===== config.mk =====
export PLATFORM = sky130hd
export DESIGN_NAME = sha3_padder_flat
export DESIGN_NICKNAME = d
export VERILOG_FILES = /design/src/rtl/sha3_padder_if.sv /design/src/rtl/sha3_padder.sv /design/src/flat_wrapper.sv
export SDC_FILE = /design/constraint.sdc
export NUM_CORES = 2
export LEC_CHECK = 0
export CORE_AREA = 2 2 531 533
export DETAILED_ROUTE_END_ITERATION = 12
export DIE_AREA = 0 0 533 535
export GPL_TIMING_DRIVEN = 0
export PLACE_DENSITY_LB_ADDON = 0.08
export SLEW_MARGIN = 20
export SYNTH_ARGS = -nofsm -noshare
export SYNTH_HDL_FRONTEND = slang
export SYNTH_SLANG_ARGS = --single-unit

===== constraint.sdc =====
create_clock -name clk -period 7.1 [get_ports clk]
set_input_delay 1.42 -clock clk [delete_from_list [all_inputs] [get_ports clk]]
set_output_delay 1.42 -clock clk [all_outputs]
set_load 0.02 [all_outputs]

===== src/rtl/sha3_padder_if.sv =====
// Stream bundle between a byte source, the SHA-3 padder and the keccak core.
// Latency: n/a (wires only).
// Backpressure: in_ready throttles the byte side, out_ready throttles the block side.
//
// Ports (signals):
//   in_byte/in_valid/in_last/in_flush -> padder   message bytes and end markers
//   in_ready                          <- padder   byte/flush accepted when high
//   out_block/out_valid/out_last      <- padder   R-bit rate block, byte 0 in MSBs
//   out_ready                         -> padder   consumer accepts block
interface sha3_padder_if #(
  parameter int R = 1344
);
  logic [7:0]   in_byte;
  logic         in_valid;
  logic         in_last;
  logic         in_flush;
  logic         in_ready;
  logic [R-1:0] out_block;
  logic         out_valid;
  logic         out_last;
  logic         out_ready;

  // master: byte producer / block consumer side
  modport master (
    output in_byte, in_valid, in_last, in_flush, out_ready,
    input  in_ready, out_block, out_valid, out_last
  );

  // slave: the padder itself
  modport slave (
    input  in_byte, in_valid, in_last, in_flush, out_ready,
    output in_ready, out_block, out_valid, out_last
  );
endinterface


===== src/rtl/sha3_padder.sv =====
// Packs message bytes into r-bit rate blocks and applies SHA-3 01 + pad10*1 padding.
// Latency: block valid 1 cycle after the accept of the final byte or flush.
// Backpressure: in_ready low while a block is held; block held stable until out_ready.
//
// Ports:
//   clk    in  clock, rising edge
//   reset  in  asynchronous active-low reset
//   bus    sha3_padder_if.slave (byte input stream, block output stream)
module sha3_padder #(
  parameter int d = 128,
  parameter int r = 1600 - 2 * d
) (
  input  logic          clk,
  input  logic          reset,
  sha3_padder_if.slave  bus
);

  localparam int NB = r / 8;
  localparam int IW = $clog2(NB);

  typedef enum logic [1:0] {
    IDLE = 2'd0,
    FILL = 2'd1,
    EMIT = 2'd2
  } state_t;

  state_t              r_state;
  state_t              w_state_nxt;
  logic [IW-1:0]       r_idx;
  logic [IW-1:0]       w_idx_nxt;
  logic                r_pad_pending;
  logic                w_pad_pending_nxt;
  logic                r_out_last;
  logic                w_out_last_nxt;
  // Byte 0 is the leftmost element, so it lands in the MSBs of out_block.
  logic [0:NB-1][7:0]  r_buf;
  logic [0:NB-1][7:0]  w_buf_nxt;
  logic                w_at_end;
  logic                w_do_pad;
  logic [IW:0]         w_pad_start;

  assign w_at_end = (r_idx == IW'(NB - 1));

  always_ff @(posedge clk or negedge reset) begin
    if (!reset) begin
      r_state <= IDLE;
    end else begin
      r_state <= w_state_nxt;
    end
  end

  always_comb begin
    w_state_nxt       = r_state;
    w_idx_nxt         = r_idx;
    w_pad_pending_nxt = r_pad_pending;
    w_out_last_nxt    = r_out_last;
    w_buf_nxt         = r_buf;
    w_do_pad          = 1'b0;
    w_pad_start       = '0;

    case (r_state)
      IDLE: begin
        w_state_nxt = FILL;
      end

      FILL: begin
        // A byte always wins over a simultaneous flush.
        if (bus.in_valid) begin
          w_buf_nxt[r_idx] = bus.in_byte;
          if (!bus.in_last && !w_at_end) begin
            w_idx_nxt = r_idx + 1'b1;
          end else begin
            w_state_nxt = EMIT;
            if (bus.in_last && !w_at_end) begin
              w_do_pad       = 1'b1;
              w_pad_start    = {1'b0, r_idx} + 1'b1;
              w_out_last_nxt = 1'b1;
            end else begin
              // Full block; a last byte here leaves no room for padding,
              // so a separate all-pad block follows.
              w_out_last_nxt    = 1'b0;
              w_pad_pending_nxt = bus.in_last;
            end
          end
        end else if (bus.in_flush) begin
          w_do_pad       = 1'b1;
          w_pad_start    = {1'b0, r_idx};
          w_out_last_nxt = 1'b1;
          w_state_nxt    = EMIT;
        end
      end

      EMIT: begin
        if (bus.out_ready) begin
          w_buf_nxt = '0;
          if (r_pad_pending) begin
            w_do_pad          = 1'b1;
            w_pad_start       = '0;
            w_out_last_nxt    = 1'b1;
            w_pad_pending_nxt = 1'b0;
          end else begin
            w_idx_nxt      = '0;
            w_out_last_nxt = 1'b0;
            w_state_nxt    = FILL;
          end
        end
      end

      default: begin
        w_state_nxt = IDLE;
      end
    endcase

    // Pad slots p..NB-1: 0x60 at p, 0x01 at NB-1, 0x61 when they coincide.
    if (w_do_pad) begin
      for (int j = 0; j < NB; j++) begin
        if (j >= int'(w_pad_start)) begin
          w_buf_nxt[j] = ((j == int'(w_pad_start)) ? 8'h60 : 8'h00) |
                         ((j == NB - 1)            ? 8'h01 : 8'h00);
        end
      end
    end
  end

  always_ff @(posedge clk or negedge reset) begin
    if (!reset) begin
      r_idx         <= '0;
      r_pad_pending <= 1'b0;
      r_out_last    <= 1'b0;
      r_buf         <= '0;
    end else begin
      r_idx         <= w_idx_nxt;
      r_pad_pending <= w_pad_pending_nxt;
      r_out_last    <= w_out_last_nxt;
      r_buf         <= w_buf_nxt;
    end
  end

  // Handshake outputs decode the state register only: no path from out_ready.
  assign bus.in_ready  = (r_state == FILL);
  assign bus.out_valid = (r_state == EMIT);
  assign bus.out_block = r_buf;
  assign bus.out_last  = r_out_last;

endmodule


===== src/flat_wrapper.sv =====
// flat-port wrapper written by rule: the top's interface ports become plain ports
module sha3_padder_flat 
#(
  parameter int d = 128,
  parameter int r = 1600 - 2 * d
)
  (clk, reset, bus_in_byte, bus_in_valid, bus_in_last, bus_in_flush, bus_out_ready, bus_in_ready, bus_out_block, bus_out_valid, bus_out_last);
  sha3_padder_if #(.R((1344))) bus_i ();
  input  logic clk;
  input  logic reset;
  input wire logic [$bits(bus_i.in_byte)-1:0] bus_in_byte;
  input wire logic [$bits(bus_i.in_valid)-1:0] bus_in_valid;
  input wire logic [$bits(bus_i.in_last)-1:0] bus_in_last;
  input wire logic [$bits(bus_i.in_flush)-1:0] bus_in_flush;
  input wire logic [$bits(bus_i.out_ready)-1:0] bus_out_ready;
  output wire logic [$bits(bus_i.in_ready)-1:0] bus_in_ready;
  output wire logic [$bits(bus_i.out_block)-1:0] bus_out_block;
  output wire logic [$bits(bus_i.out_valid)-1:0] bus_out_valid;
  output wire logic [$bits(bus_i.out_last)-1:0] bus_out_last;
  assign bus_i.in_byte = bus_in_byte;
  assign bus_i.in_valid = bus_in_valid;
  assign bus_i.in_last = bus_in_last;
  assign bus_i.in_flush = bus_in_flush;
  assign bus_i.out_ready = bus_out_ready;
  assign bus_in_ready = bus_i.in_ready;
  assign bus_out_block = bus_i.out_block;
  assign bus_out_valid = bus_i.out_valid;
  assign bus_out_last = bus_i.out_last;
  sha3_padder #(.d(d), .r(r)) u_core (.clk(clk), .reset(reset), .bus(bus_i));
endmodule

==> run metrics <==
worst slew pin tran=roughly 1.3 ns; pwr/cell area=309 nW/µm²; maximum number of pins on one net before global-route repair=133; clock slew at the register clock pins of the worst setup and hold paths=about 0.060 ns; Crit path buffers/inverters=8; post-synth top area share=59.2%; Leak Pwr=roughly 35 nW; Max rail drop VDD=0.000212 V; signal arrival time at the worst endpoint=approximately 6.2 ns; launch point of the worst reg-to-reg path=u_core.r_state[1]$_DFFE_PN0P_; Max-Cap Viols=0; Top Ports=1361; number of violations reported at the end of detailed-routing iteration 0=slightly above 6k; GRT Residual Overflow=0; detailed-route via count=a little under 60k; EDFF count, synth=0; kind of critical path=reg -> reg; critical-path maximum fanout=11; setup_tns=0 ns; cells traversed along the worst timing path=inv_1 > ha_1 > buf_2 > clkbuf_1 > buf_1 > clkbuf_1 > clkbuf_2 > nand2_1 > nand2b_1 > clkbuf_2 > buf_16 > o22ai_1; clock latency on the worst-skew pair=0.90 ns; total CTS buffers=between 150 and 200; final net count=about 7.2k; max_slew headroom=11.4%; Port Buffer Count=1357; Syn Std Cell Area=57300 µm²; count of warnings emitted by yosys=0; first-pass GRT wire length=602000 µm; area of the core=roughly 280000 µm²; synth-to-layout area growth=46.3%; FF+latch area=between 30000 and 40000 µm²; TritonCTS Sinks=between 1k and 1.5k; die area=285000 µm²; overall global routing resource usage=a little under a third; setup slack after placement=1.16 ns; half-perimeter wire length after placement=~360000 µm; total of cells resized after clock tree synthesis=0; number of library cell types mapped by synthesis=87; Worst Skew=0.0596 ns; highest attainable clock frequency=180 MHz; worst reg2reg setup slack=1.54 ns; critical path capture point type=flop; last weighted congestion value of the routability-driven placer=between 0.9 and 1; Worst setup SP type=flop; run status=completed; die boundary width=533 µm; DRC=0; post-route fraction of the period consumed by the critical path=78.4%; top_reg_cell synth=sky130_fd_sc_hd__dfrtp_1; type of the worst min-delay path=in -> async; total of flip-flops plus latches after synthesis=about 1.4k; number of max-slew violations in the final report=0; CTS tree=done; number of detailed-routing iterations run before antenna repair=6; total nets after synthesis=5534; cell at the slowest stage of the critical path=sky130_fd_sc_hd__buf_1; endpoints failing setup=0; number of antenna-violating nets in the routed design=0; share of post-route cells with drive strength above 1=a little under a tenth; worst path required time=7.77 ns; fill cell total of the finished layout=29.1k; fin crit period=5.56 ns; final routed wirelength across all metal layers=470000 µm; cell family contributing the most delay on the critical path=buffers and inverters; Mapped Cells=5512; final number of hold-violating endpoints=0; unrepaired setup endpoints after global routing=false; fraction of registers with async set or reset after synthesis=100%; PnR worst setup slack=1.54 ns; multi-input gate area in the final layout=22000 µm²; routed length per placed instance=42.6 µm; depth of the worst register-to-register path=12; detail-routed via count per cell=5.33; sequential share of the synthesized area=59.2%; Worst path max stage delay=about 0.78 ns; vertical extent of the die=approximately 540 µm; initial antenna violation count=45; quantity of hold-fixing buffers added after cts=0; area leader, netlist=sky130_fd_sc_hd__dfrtp_1; capture instance of the worst register-to-register path=u_core.bus.out_block[438]$_DFF_PN0_; clock root buffer=sky130_fd_sc_hd__clkbuf_16; site row count=194; setup fix buffers added after clock tree synthesis=0; initial cell density of the core=20.5%; synthesized area divided by synthesized cell count=just over 10 µm²; total number of H-tree levels=4; via count of the first global-routing pass=around 57k; deepest clock path buffer count=4; top cells by area in the synthesized netlist=sky130_fd_sc_hd__dfrtp_1, sky130_fd_sc_hd__a22oi_1, sky130_fd_sc_hd__nor2_1, sky130_fd_sc_hd__o22ai_1, sky130_fd_sc_hd__clkbuf_1
-- power breakdown --
| group | total [mW] | leakage, nW | internal (mW) | switching [mW] |
|---|---|---|---|---|
| logic | 8.86 | 13.5 | 1.26 | 7.60 |
| clock network | 9.10 | 2.75 | 5.25 | 3.85 |
| registers | 7.92 | 18.9 | 7.84 | 0.0839 |
-- worst max path at each step --
stage,endpoint,cells after the start,start,slack [ns]
after detailed placement,u_core.bus.out_block[936]$_DFF_PN0_,12,bus_in_valid,1.16
after global placement,u_core.bus.out_block[178]$_DFF_PN0_,1,reset,-63.38
after floorplan,u_core.bus.out_block[1293]$_DFF_PN0_,11,bus_in_last,3.54
after global routing,u_core.bus.out_block[437]$_DFF_PN0_,12,u_core.r_state[1]$_DFFE_PN0P_,1.51
after CTS,u_core.bus.out_block[438]$_DFF_PN0_,12,u_core.r_state[1]$_DFFE_PN0P_,1.69
final,u_core.bus.out_block[438]$_DFF_PN0_,12,u_core.r_state[1]$_DFFE_PN0P_,1.54
-- logic make-up (layout without fill, tap and decap cells) --
family	count (synthesis)	after routing	synth area share (%)
adder cells (fa/ha/maj)	8	8	0.175
XOR/XNOR	1	1	0.0153
multiplexers	1	1	0.0196
flip-flops	1356	1356	59.2
AO/OA/AOI/OAI	2064	2064	25.6
buffers and inverters	390	2143	2.72
other	0	45	0
AND/OR/NAND/NOR	1692	1692	12.2
-- synth_stat cells (6+ instances only) --
cell and number:
sky130_fd_sc_hd__buf_1 16, sky130_fd_sc_hd__o21a_1 10, sky130_fd_sc_hd__o21ai_2 19, sky130_fd_sc_hd__nand4_1 12, sky130_fd_sc_hd__a22oi_1 1324, sky130_fd_sc_hd__buf_2 49, sky130_fd_sc_hd__nor2_1 1226, sky130_fd_sc_hd__ha_1 8
sky130_fd_sc_hd__a221oi_1 17, sky130_fd_sc_hd__nor3_1 42, sky130_fd_sc_hd__a21oi_2 30, sky130_fd_sc_hd__nor2b_1 7, sky130_fd_sc_hd__and3_1 33, sky130_fd_sc_hd__nand3_1 61, sky130_fd_sc_hd__o21ai_1 20, sky130_fd_sc_hd__nand2_1 221
sky130_fd_sc_hd__o31ai_1 8, sky130_fd_sc_hd__nor2_2 21, sky130_fd_sc_hd__o22ai_1 286, sky130_fd_sc_hd__inv_1 9, sky130_fd_sc_hd__o21ai_0 196, sky130_fd_sc_hd__and2_1 6, sky130_fd_sc_hd__a21oi_1 76, sky130_fd_sc_hd__clkbuf_1 308
sky130_fd_sc_hd__a31oi_1 11, sky130_fd_sc_hd__dfrtp_1 1356, sky130_fd_sc_hd__nand2b_1 10, sky130_fd_sc_hd__nor3_2 8, sky130_fd_sc_hd__or3_1 6
-- cell type report --
type	instances	area share, %
buffer	380	1.99
timing repair buffer	1451	18.8
tap	3724	5.56
multi-input combinational	3766	26.3
clock inverter	41	0.670
sequential	1356	40.5
antenna	45	0.134
inverter	10	0.0448
clock buffer	261	6.03
-- metrics by stage --
stage | total power, mW | area, µm² | util, % | instances | hold WS (ns)
2_1_floorplan | 11.6 | 57300 | - | 5512 | 0.498
3_3_place_gp | 16.4 | 75500 | 27.1 | 10600 | 0.499
3_5_place_dp | 16.8 | 78100 | 28.0 | 10700 | 0.495
4_1_cts | 25.9 | 83700 | 30.0 | 11000 | 0.427
5_1_grt | 26.6 | 83700 | 30.0 | 11000 | 0.435
6_report | 25.9 | 83800 | 30.1 | 11000 | 0.438
-- state kept, by name (all words and copies together) (netlist names) --
name                  count
u_core.bus.out_last       1
u_core.r_idx              8
u_core.r_pad_pending      1
u_core.bus.out_block   1344
u_core.r_state            2
-- placed cells by master (no fill, tap or decap), types with 30 or more instances in the layout --
| cell type | Yosys | routed |
|---|---|---|
| sky130_fd_sc_hd__clkbuf_2 | 0 | 95 |
| sky130_fd_sc_hd__diode_2 | 0 | 45 |
| sky130_fd_sc_hd__a21oi_1 | 76 | 65 |
| sky130_fd_sc_hd__a21oi_2 | 30 | 41 |
| sky130_fd_sc_hd__o21ai_0 | 196 | 185 |
| sky130_fd_sc_hd__nor2_2 | 21 | 34 |
| sky130_fd_sc_hd__o22ai_1 | 286 | 284 |
| sky130_fd_sc_hd__clkbuf_16 | 0 | 179 |
| sky130_fd_sc_hd__nor2_1 | 1226 | 1213 |
| sky130_fd_sc_hd__o21ai_1 | 20 | 30 |
| sky130_fd_sc_hd__nand2_1 | 221 | 217 |
| sky130_fd_sc_hd__buf_16 | 0 | 55 |
| sky130_fd_sc_hd__a22oi_1 | 1324 | 1324 |
| sky130_fd_sc_hd__dfrtp_1 | 1356 | 1356 |
| sky130_fd_sc_hd__and3_1 | 33 | 33 |
| sky130_fd_sc_hd__buf_2 | 49 | 51 |
| sky130_fd_sc_hd__nor3_1 | 42 | 39 |
| sky130_fd_sc_hd__clkbuf_1 | 308 | 260 |
| sky130_fd_sc_hd__clkdlybuf4s50_1 | 0 | 1356 |
| sky130_fd_sc_hd__nand3_1 | 61 | 53 |
-- per-layer routing --
metal  wire length [µm]  track usage (%)  up-vias
met5                 64                0        -
met2             215000             50.2     3161
li1                   -                -    23900
met1             185000             38.5    31000
met4              25600             15.3       10
met3              43700             10.7      668
-- worst reg2reg max path, stage by stage (launching register included) --
cell	delay, ns
sky130_fd_sc_hd__dfrtp_1	0.42
sky130_fd_sc_hd__inv_1	0.10
sky130_fd_sc_hd__ha_1	0.18
sky130_fd_sc_hd__buf_2	0.27
sky130_fd_sc_hd__clkbuf_1	0.54
sky130_fd_sc_hd__buf_1	0.78
sky130_fd_sc_hd__clkbuf_1	0.61
sky130_fd_sc_hd__clkbuf_2	0.67
sky130_fd_sc_hd__nand2_1	0.21
sky130_fd_sc_hd__nand2b_1	0.67
sky130_fd_sc_hd__clkbuf_2	0.56
sky130_fd_sc_hd__buf_16	0.22
sky130_fd_sc_hd__o22ai_1	0.15
(Power assumes the default switching activity.)
